**config.mk**
```make
export PLATFORM = sky130hd
export DESIGN_NAME = vram_write_scheduler_m_flat
export DESIGN_NICKNAME = d
export VERILOG_FILES = /design/src/rtl/vram_pkg.sv /design/src/rtl/vram_write_scheduler_if.sv /design/src/rtl/vram_write_fifo_m.sv /design/src/rtl/vram_write_scheduler_m.sv /design/src/flat_wrapper.sv
export SDC_FILE = /design/constraint.sdc
export NUM_CORES = 1
export LEC_CHECK = 0
export CORE_AREA = 2 2 183 185
export CTS_CLUSTER_SIZE = 28
export DETAILED_ROUTE_END_ITERATION = 10
export DIE_AREA = 0 0 185 187
export DONT_BUFFER_PORTS = 1
export PLACE_DENSITY = 0.38
export SLEW_MARGIN = 20
export SYNTH_ARGS = -nofsm -noshare
export SYNTH_HDL_FRONTEND = slang
export SYNTH_SLANG_ARGS = --single-unit
```
**constraint.sdc**
```tcl
create_clock -name clk -period 6.5 [get_ports clk]
set_clock_uncertainty 0.15 [all_clocks]
set_input_delay 1.3 -clock clk [delete_from_list [all_inputs] [get_ports clk]]
set_output_delay 1.3 -clock clk [all_outputs]
set_load 0.005 [all_outputs]
```
**src/rtl/vram_pkg.sv**
```systemverilog
// Shared types for the VRAM write scheduler.
//   VramWindowSize : size of the CPU-visible VRAM window (4 KiB)
//   sched_state_e  : scheduler FSM states
//   vram_entry_t   : one queued write (12-bit VRAM offset, 8-bit data)
package vram_pkg;

  localparam logic [15:0] VramWindowSize = 16'h1000;

  typedef enum logic [1:0] {
    StIdle,     // queue empty
    StBlocked,  // entries pending, drain not permitted
    StDrain     // issuing entries
  } sched_state_e;

  typedef struct packed {
    logic [11:0] addr;
    logic [7:0]  data;
  } vram_entry_t;

endpackage

```
**src/rtl/vram_write_scheduler_if.sv**
```systemverilog
// CPU-side request, GPU arbitration and VRAM write port bundle for the scheduler.
//   slave  : scheduler view (takes requests/status, drives the VRAM write port and flags)
//   master : environment view (drives requests/status, observes the VRAM write port)
interface vram_write_scheduler_if;

  logic        wr_valid;
  logic [15:0] cpu_address;
  logic [7:0]  data_in;
  logic        gpu_busy;
  logic        vblank;
  logic        overflow_clear;
  logic        vram_we;
  logic [11:0] vram_address;
  logic [7:0]  vram_data;
  logic        queue_empty;
  logic        queue_full;
  logic        overflow;

  modport slave (
    input  wr_valid, cpu_address, data_in, gpu_busy, vblank, overflow_clear,
    output vram_we, vram_address, vram_data, queue_empty, queue_full, overflow
  );

  modport master (
    output wr_valid, cpu_address, data_in, gpu_busy, vblank, overflow_clear,
    input  vram_we, vram_address, vram_data, queue_empty, queue_full, overflow
  );

endinterface

```
**src/rtl/vram_write_fifo_m.sv**
```systemverilog
// Write queue for the VRAM scheduler: storage, wrapping pointers and occupancy.
// Ports:
//   clk, rst     : clock, synchronous active-high reset (flushes the queue)
//   push/entry   : enqueue one entry (caller guarantees room)
//   pop          : dequeue the head (caller guarantees non-empty)
//   head         : current head entry (combinational read)
//   empty, full  : registered occupancy flags
//   count        : current occupancy
module vram_write_fifo_m
  import vram_pkg::*;
#(
  parameter int unsigned DEPTH = 8
) (
  input  logic                     clk,
  input  logic                     rst,
  input  logic                     push,
  input  vram_entry_t              push_entry,
  input  logic                     pop,
  output vram_entry_t              head,
  output logic                     empty,
  output logic                     full,
  output logic [$clog2(DEPTH):0]   count
);

  localparam int unsigned PtrW = $clog2(DEPTH);
  localparam int unsigned CntW = PtrW + 1;

  vram_entry_t     mem [DEPTH];
  logic [PtrW-1:0] wr_ptr_q, rd_ptr_q;
  logic [CntW-1:0] count_q, count_d;
  logic            empty_q, full_q;

  always_comb begin
    count_d = count_q + CntW'(push) - CntW'(pop);
  end

  // DEPTH is a power of two, so the pointers wrap naturally.
  always_ff @(posedge clk) begin
    if (rst) begin
      wr_ptr_q <= '0;
      rd_ptr_q <= '0;
      count_q  <= '0;
      empty_q  <= 1'b1;
      full_q   <= 1'b0;
    end else begin
      if (push) wr_ptr_q <= wr_ptr_q + 1'b1;
      if (pop)  rd_ptr_q <= rd_ptr_q + 1'b1;
      count_q <= count_d;
      empty_q <= (count_d == '0);
      full_q  <= (count_d == CntW'(DEPTH));
    end
  end

  // Storage needs no reset; the pointers define what is valid.
  always_ff @(posedge clk) begin
    if (push) mem[wr_ptr_q] <= push_entry;
  end

  assign head  = mem[rd_ptr_q];
  assign empty = empty_q;
  assign full  = full_q;
  assign count = count_q;

endmodule

```
**src/rtl/vram_write_scheduler_m.sv**
```systemverilog
// VRAM write scheduler: queues CPU writes that hit the VRAM window and issues them
// to the VRAM port, one per cycle, whenever the GPU does not own the port.
// Ports:
//   clk  : clock
//   rst  : synchronous active-high reset (flushes queue, clears flags and outputs)
//   bus  : vram_write_scheduler_if.slave (CPU request, gpu_busy/vblank, VRAM write port,
//          queue_empty/queue_full/overflow status)
// Build option: define VRAM_WRITE_SCHEDULER_VBLANK_ONLY_EN to restrict draining to
// vertical blanking (vblank=1 and gpu_busy=0); otherwise vblank is ignored.
module vram_write_scheduler_m
  import vram_pkg::*;
#(
  parameter int unsigned DEPTH     = 8,
  parameter logic [15:0] VRAM_BASE = 16'h3000
) (
  input logic                    clk,
  input logic                    rst,
  vram_write_scheduler_if.slave  bus
);

  localparam int unsigned CntW = $clog2(DEPTH) + 1;

  sched_state_e    state_q, state_d;
  logic            permit, deq, enq, drop, req, in_window;
  logic [15:0]     offset;
  logic [CntW-1:0] fifo_count, occ_next;
  logic            fifo_empty, fifo_full;
  vram_entry_t     head, push_entry;

  logic        we_q;
  logic [11:0] addr_q;
  logic [7:0]  data_q;
  logic        overflow_q;

`ifdef VRAM_WRITE_SCHEDULER_VBLANK_ONLY_EN
  assign permit = bus.vblank && !bus.gpu_busy;
`else
  logic unused_vblank;
  assign unused_vblank = bus.vblank;
  assign permit = !bus.gpu_busy;
`endif

  // Wrapping subtraction: addresses below the base land far above the window.
  assign offset    = bus.cpu_address - VRAM_BASE;
  assign in_window = (offset < VramWindowSize);
  assign req       = bus.wr_valid && in_window;

  // StIdle tracks an empty queue, so this is "permitted and non-empty".
  assign deq  = permit && (state_q != StIdle);
  // A full queue still accepts a write when the head leaves in the same cycle.
  assign enq  = req && (!fifo_full || deq);
  assign drop = req && fifo_full && !deq;

  assign push_entry.addr = offset[11:0];
  assign push_entry.data = bus.data_in;

  vram_write_fifo_m #(
    .DEPTH (DEPTH)
  ) u_fifo (
    .clk        (clk),
    .rst        (rst),
    .push       (enq),
    .push_entry (push_entry),
    .pop        (deq),
    .head       (head),
    .empty      (fifo_empty),
    .full       (fifo_full),
    .count      (fifo_count)
  );

  always_comb begin
    state_d  = state_q;
    occ_next = fifo_count + CntW'(enq) - CntW'(deq);
    case (state_q)
      StIdle: begin
        if (enq) state_d = permit ? StDrain : StBlocked;
      end
      StBlocked, StDrain: begin
        if (occ_next == '0) state_d = StIdle;
        else if (permit)    state_d = StDrain;
        else                state_d = StBlocked;
      end
      default: state_d = StIdle;
    endcase
  end

  always_ff @(posedge clk) begin
    if (rst) begin
      state_q    <= StIdle;
      we_q       <= 1'b0;
      addr_q     <= '0;
      data_q     <= '0;
      overflow_q <= 1'b0;
    end else begin
      state_q <= state_d;
      we_q    <= deq;
      if (deq) begin
        addr_q <= head.addr;
        data_q <= head.data;
      end
      // A drop in the same cycle as a clear keeps the flag set.
      if (drop)                    overflow_q <= 1'b1;
      else if (bus.overflow_clear) overflow_q <= 1'b0;
    end
  end

  assign bus.vram_we      = we_q;
  assign bus.vram_address = addr_q;
  assign bus.vram_data    = data_q;
  assign bus.queue_empty  = fifo_empty;
  assign bus.queue_full   = fifo_full;
  assign bus.overflow     = overflow_q;

endmodule

```
**src/flat_wrapper.sv**
```systemverilog
// flat-port wrapper written by rule: the top's interface ports become plain ports
module vram_write_scheduler_m_flat import vram_pkg::*;
#(
  parameter int unsigned DEPTH     = 8,
  parameter logic [15:0] VRAM_BASE = 16'h3000
)
  (clk, rst, bus_wr_valid, bus_cpu_address, bus_data_in, bus_gpu_busy, bus_vblank, bus_overflow_clear, bus_vram_we, bus_vram_address, bus_vram_data, bus_queue_empty, bus_queue_full, bus_overflow);
  vram_write_scheduler_if bus_i ();
  input logic clk;
  input logic rst;
  input wire logic [$bits(bus_i.wr_valid)-1:0] bus_wr_valid;
  input wire logic [$bits(bus_i.cpu_address)-1:0] bus_cpu_address;
  input wire logic [$bits(bus_i.data_in)-1:0] bus_data_in;
  input wire logic [$bits(bus_i.gpu_busy)-1:0] bus_gpu_busy;
  input wire logic [$bits(bus_i.vblank)-1:0] bus_vblank;
  input wire logic [$bits(bus_i.overflow_clear)-1:0] bus_overflow_clear;
  output wire logic [$bits(bus_i.vram_we)-1:0] bus_vram_we;
  output wire logic [$bits(bus_i.vram_address)-1:0] bus_vram_address;
  output wire logic [$bits(bus_i.vram_data)-1:0] bus_vram_data;
  output wire logic [$bits(bus_i.queue_empty)-1:0] bus_queue_empty;
  output wire logic [$bits(bus_i.queue_full)-1:0] bus_queue_full;
  output wire logic [$bits(bus_i.overflow)-1:0] bus_overflow;
  assign bus_i.wr_valid = bus_wr_valid;
  assign bus_i.cpu_address = bus_cpu_address;
  assign bus_i.data_in = bus_data_in;
  assign bus_i.gpu_busy = bus_gpu_busy;
  assign bus_i.vblank = bus_vblank;
  assign bus_i.overflow_clear = bus_overflow_clear;
  assign bus_vram_we = bus_i.vram_we;
  assign bus_vram_address = bus_i.vram_address;
  assign bus_vram_data = bus_i.vram_data;
  assign bus_queue_empty = bus_i.queue_empty;
  assign bus_queue_full = bus_i.queue_full;
  assign bus_overflow = bus_i.overflow;
  vram_write_scheduler_m #(.DEPTH(DEPTH), .VRAM_BASE(VRAM_BASE)) u_core (.clk(clk), .rst(rst), .bus(bus_i));
endmodule
```
==> results_dict.tcl, run 1 <==
set metrics [dict create \
    status "finished, final reports clean" \
    path_buf_inv 2 \
    firstDrtPassIters 4 \
    crit_type "in -> reg" \
    rsz0062_at_grt "false" \
    max_slew_margin_pct 40.2 \
    synth.distinct_cells 36 \
    drv_cap 0 \
    yosys-top-cells-area "edfxtp_1, mux4_2, dfxtp_1" \
    grt_pass1_vias 3706 \
    synth_seq_cells 196 \
    finalSetupViolations 0 \
    syn_to_final_growth_pct 15.4 \
    portBuffers 0 \
    p_per_area_nw_per_um2 282 \
    nFillCells 3341 \
    vias 3505 \
    leakagePower_nw 2.57 \
    cts_tree "yes" \
    drt_iter0_markers 258 \
    critical_path_required_ps 6660 \
    ant_nets 0 \
    path_cells "nand2b_1 -> or3b_1 -> ha_1 -> inv_1 -> ha_1 -> inv_1 -> fa_1 -> xor2_1 -> nand3b_1 -> nor4_1 -> o31ai_1" \
    via_per_inst 4.05 \
    dp_hpwl_um 8890 \
    final_hold_viol_count 0 \
    crit_start "bus_cpu_address[15]" \
    fp.dieH_um 187 \
    final.min_clock_period_ps 3710 \
    ctsRootBufferMaster "clkbuf_16" \
    grt_pass1_wl_um 23700 \
    antenna_cells 0 \
    r2r_end "u_core.state_q[1]" \
    die_w_um 185 \
    row_count 67 \
    tightest_slew_ps 896 \
    synth_top_area_share_pct 64.5 \
    worst_r2r_path_depth 13 \
    place_congestion 0.671 \
    hold_depth 2 \
    totalWireLength_um 15900 \
    slew_violations 0 \
    clock_path_buffers 2 \
    arrival_ps 3860 \
    crit_family "simple AND/OR/NAND/NOR gates" \
    timing.final.crit_share_pct 57.0 \
    io_pins 54 \
    rrSetupSlack_ps 3000 \
    path_max_fanout 9 \
    nets 444 \
    postCtsHoldBufs 0 \
    tns_ps 0 \
    seq_area_frac_synth_pct 74.2 \
    ys_warn_count 0 \
    place_ws_ps 2330 \
    synth.largest_area_cell "edfxtp_1" \
    grt_max_degree 44 \
    whs_ps 368 \
    setup_slack_ps 2790 \
    clk_latency_ps 430 \
    cts.sinks 196 \
    dieArea_um2 34600 \
    hp-class "reg -> reg" \
    startpoint_type "primary input" \
    antenna_found_initial 0 \
    track_usage_pct 9.69 \
    grt_overflow_total 0 \
    netlist_area_um2 7450 \
    min_to "u_core.state_q[1]" \
    cp_slowest_cell "or3b_1" \
    route.detailed.drc 0 \
    r2r_start "u_core.state_q[0]" \
    post_cts_resized 0 \
    start_util_pct 22.7 \
    ff_latch_area_um2 5530 \
    htree_num_levels 4 \
    fmax_ghz 0.270 \
    multi_input_area_um2 1830 \
    core_um2 32900 \
    post-cts-setup-buffers 0 \
    max-vdd-ir-drop_uv 137 \
    avgSynthCellArea_um2 18.7 \
    synthesis.nets 437 \
    syn_inst 398 \
    cts.clk_slew.worst_paths_ps 80 \
    cts_buffers 17 \
    drive_gt1_share_pct 22.0 \
    cp-end-kind "flop" \
    routedWlPerCell_um 18.3 \
    hp-start "u_core.state_q[1]" \
    critPathMaxStageDelay_ps 570 \
]
[cell families after synthesis]
kind of cell | share of synthesized area (%)
DFF | 74.2
muxes | 14.9
AOI/OAI and AO/OA | 3.83
and+or+nand+nor | 2.92
buffers and inverters | 1.98
adders and majority gates | 1.61
xor gates and xnor gates | 0.588
[power by group]
group	total, mW	switching [mW]	internal (mW)
sequential	1.37	0.00840	1.37
clock	1.01	0.462	0.546
combinational	0.0424	0.0233	0.0191
total	2.42	0.494	1.93
[area by class of cell]
type                    count  share of cell area [%]
inverters                  12                   0.524
clock inverters            12                    1.43
clock buffers              20                    5.20
flip-flops and latches    196                    64.3
well taps                 448                    6.52
multi-input cells         169                    21.2
repair buffers              9                   0.786
[layer usage]
layer / up-vias / track usage (%) / wire length, um
met5: - / 0 / 0
li1: 1590 / - / -
met2: 57 / 16.7 / 8040
met1: 1839 / 11.5 / 6850
met3: 19 / 2.59 / 716
met4: 0 / 3.75 / 269
[synth_stat cells]
cell       instances
nand2_1            6
clkbuf_1           9
buf_6              1
o311a_1            1
o41ai_1            1
buf_4              4
nor3_1             5
mux2i_1           21
nor4_1             2
or2_2              1
o31ai_1            2
and3_1             1
nand2b_1           4
edfxtp_1         160
buf_2              1
or3b_1             1
mux4_2            40
a32oi_1            1
o21ai_2            1
o21ai_0           21
a21oi_1           24
nor2_1            15
xnor2_1            2
clkinv_1           1
fa_1               1
xor2_1             3
nor2b_1            1
nand3_1            3
nand3b_4           1
ha_1               8
o2bb2ai_1          1
nand3b_1           1
buf_1              6
or3_1              1
dfxtp_1           36
inv_1             11
[cell usage in the layout (no fill, tap or decap), types with 2 or more instances in the layout]
cell type and n:
nand2_1 6, nor2_1 12, clkinv_4 2, clkinvlp_4 5, mux4_2 40, clkbuf_16 17
dfxtp_2 2, dfxtp_1 34, nand3_1 3, nor3_2 4, clkbuf_1 2, xnor2_1 2
ha_1 8, inv_1 11, nor2_4 3, mux2i_1 21, inv_6 3, edfxtp_1 160
nand2b_1 4, o21ai_0 21, xor2_1 3, a21oi_1 24, buf_4 9, o31ai_1 2
[per-stage QoR]
| step | power [mW] | utilization [%] | cells | area, um2 |
|---|---|---|---|---|
| after floorplan | 1.43 | - | 398 | 7450 |
| after global placement | 1.44 | 24.4 | 834 | 8030 |
| after detailed placement | 1.44 | 24.4 | 834 | 8030 |
| after CTS | 2.46 | 26.2 | 866 | 8600 |
| after global routing | 2.51 | 26.2 | 866 | 8600 |
| final | 2.42 | 26.2 | 866 | 8600 |
[worst max path at each step]
| stage | slack (ps) | cells past startpoint | endpoint |
|---|---|---|---|
| after global placement | 2400 | 11 | u_core.state_q[1] |
| after detailed placement | 2330 | 11 | u_core.state_q[1] |
| after CTS | 2800 | 11 | u_core.state_q[1] |
| after global routing | 2630 | 11 | u_core.state_q[1] |
| final | 2790 | 11 | u_core.state_q[1] |
| after floorplan | 1980 | 4 | u_core.u_fifo.mem[0][0] |
[sequential cells by signal (all words and copies together) (netlist names)]
signal,cells
u_core.u_fifo.mem,160
u_core.bus.vram_address,12
u_core.bus.vram_data,8
u_core.u_fifo.count,4
u_core.u_fifo.rd_ptr_q,3
u_core.u_fifo.wr_ptr_q,3
u_core.state_q,2
u_core.bus.overflow,1
u_core.bus.vram_we,1
u_core.u_fifo.empty,1
u_core.u_fifo.full,1
[worst min-delay path, stage by stage, from the launching register on]
cell and delay, ps:
dfxtp_1 340, nand2_1 60, o31ai_1 70
Note: power is estimated with default switching activity, not from simulation.
==> run 2, diff against run 1 <==
==> constraint.sdc (replaced) <==
create_clock -name clk -period 3.79 [get_ports clk]
set_clock_uncertainty 0.15 [all_clocks]
set_input_delay 0.758 -clock clk [delete_from_list [all_inputs] [get_ports clk]]
set_output_delay 0.758 -clock clk [all_outputs]
set_load 0.005 [all_outputs]
==> results_dict.tcl, run 2 (same netlist as run 1, synthesis figures left out) <==
set metrics [dict create \
    critPathMaxStageDelay_ps 420 \
    nFillCells 3344 \
    core_um2 32900 \
    ff_latch_area_um2 5530 \
    final.min_clock_period_ps 3290 \
    path_cells "inv_1 -> ha_1 -> o21ai_2 -> or3b_1 -> ha_1 -> inv_1 -> ha_1 -> inv_1 -> fa_1 -> xor2_1 -> nand3b_1 -> nor4_1 -> o31ai_1" \
    slew_violations 0 \
    cp_slowest_cell "or3b_1" \
    clk_latency_ps 440 \
    track_usage_pct 9.90 \
    routedWlPerCell_um 18.9 \
    io_pins 54 \
    start_util_pct 22.7 \
    final_common_cell "edfxtp_1" \
    status "finished, final reports clean" \
    cts_tree "yes" \
    dieArea_um2 34600 \
    worst_r2r_path_depth 13 \
    crit_type "reg -> reg" \
    cts.clk_slew.worst_paths_ps 70 \
    multi_input_area_um2 1820 \
    hp-class "in -> reg" \
    cts_buffers 17 \
    nets 452 \
    via_per_inst 4.03 \
    post-cts-setup-buffers 0 \
    die_w_um 185 \
    finalSetupViolations 0 \
    cts.sinks 196 \
    fp.dieH_um 187 \
    rrSetupSlack_ps 500 \
    startpoint_type "flop" \
    antenna_found_initial 0 \
    htree_num_levels 4 \
    drt_iter0_markers 184 \
    route.detailed.drc 0 \
    mostFrequentLayoutCells "edfxtp_1, mux4_2, dfxtp_1, a21oi_1" \
    final_hold_viol_count 0 \
    placed_area_um2 8110 \
    postCtsHoldBufs 0 \
    row_count 67 \
    clock_path_buffers 2 \
    largest_reg_flops 160 \
    path_max_fanout 6 \
    crit_end "u_core.state_q[1]" \
    place_congestion 0.705 \
    timing.final.crit_share_pct 86.7 \
    leakagePower_nw 2.65 \
    top_register "u_core.u_fifo.mem" \
    antenna_cells 0 \
    p_per_area_nw_per_um2 490 \
    ctsRootBufferMaster "clkbuf_16" \
    crit_start "u_core.state_q[0]" \
    grt_max_degree 44 \
    firstDrtPassIters 4 \
    max-vdd-ir-drop_uv 306 \
    totalWireLength_um 16500 \
    max_slew_margin_pct 38.5 \
    dp_hpwl_um 9640 \
    drv_cap 0 \
    fin_cells 874 \
    fmax_ghz 0.304 \
    arrival_ps 3440 \
    r2r_end "u_core.state_q[1]" \
    tightest_slew_ps 921 \
    grt_pass1_vias 3637 \
    syn_to_final_growth_pct 16.8 \
    cp-end-kind "flop" \
    portBuffers 0 \
    rsz0062_at_grt "false" \
    r2r_start "u_core.state_q[0]" \
    vias 3523 \
    grt_pass1_wl_um 24300 \
    design_area_um2 8700 \
    grt_overflow_total 0 \
    post_cts_resized 0 \
    ant_nets 0 \
    tns_ps 0 \
    drive_gt1_share_pct 23.2 \
    critical_path_required_ps 3950 \
    dp_cells 842 \
]
[run 2: changes by cell type in the layout (fill, tap and decap cells not counted), sizes merged]
cell | before | now
buf | 9 | 17
bufinv | 1 | 3
clkbuf | 20 | 21
clkinv | 3 | 8
clkinvlp | 5 | 1
inv | 15 | 11
[run 2: where the power goes]
group	internal (mW)	switching [mW]
registers	2.34	0.0140
logic	0.0342	0.0417
clock network	1.07	0.765
[run 2: metrics by stage]
stage	util (%)	total power [mW]	hold slack (ps)	setup WS, ps
floorplan	-	2.46	299	348
global placement	24.7	2.48	315	434
detailed placement	24.7	2.48	340	379
CTS	26.5	4.32	204	494
global route	26.5	4.41	196	251
finish	26.5	4.26	225	503
[run 2: cell type report]
cell class / instances / area share [%]
multi-input cells: 169 / 20.9
clock buffers: 21 / 5.29
well taps: 448 / 6.44
clock inverters: 11 / 1.55
inverters: 12 / 0.517
flip-flops and latches: 196 / 63.5
repair buffers: 17 / 1.75
[run 2: worst min path at each step]
stage | from | end | slack (ps) | cells past startpoint
after floorplan | u_core.state_q[1] | u_core.state_q[1] | 300 | 2
after global placement | u_core.state_q[1] | u_core.state_q[1] | 320 | 2
after detailed placement | u_core.state_q[1] | u_core.state_q[1] | 340 | 2
after CTS | rst | u_core.u_fifo.rd_ptr_q[1] | 200 | 1
after global routing | rst | u_core.u_fifo.rd_ptr_q[1] | 200 | 1
final | rst | u_core.u_fifo.rd_ptr_q[1] | 230 | 1
[run 2: worst max-delay path, delay by kind of cell, from the launching register on]
kind	cells	cell delay [ps]
AOI/OAI and AO/OA	2	290
xor gates and xnor gates	1	200
adders and majority gates	4	1090
buffers and inverters	3	170
DFF	1	370
and+or+nand+nor	3	900
[run 2: routing by layer]
layer | wire, um | up-vias | share of wire (%) | track usage (%)
li1 | - | 1609 | - | -
met5 | 0 | - | 0 | 0
met1 | 7170 | 1856 | 43 | 11.9
met3 | 717 | 14 | 4.3 | 3.04
met4 | 247 | 0 | 1.5 | 3.57
met2 | 8360 | 44 | 51 | 16.6
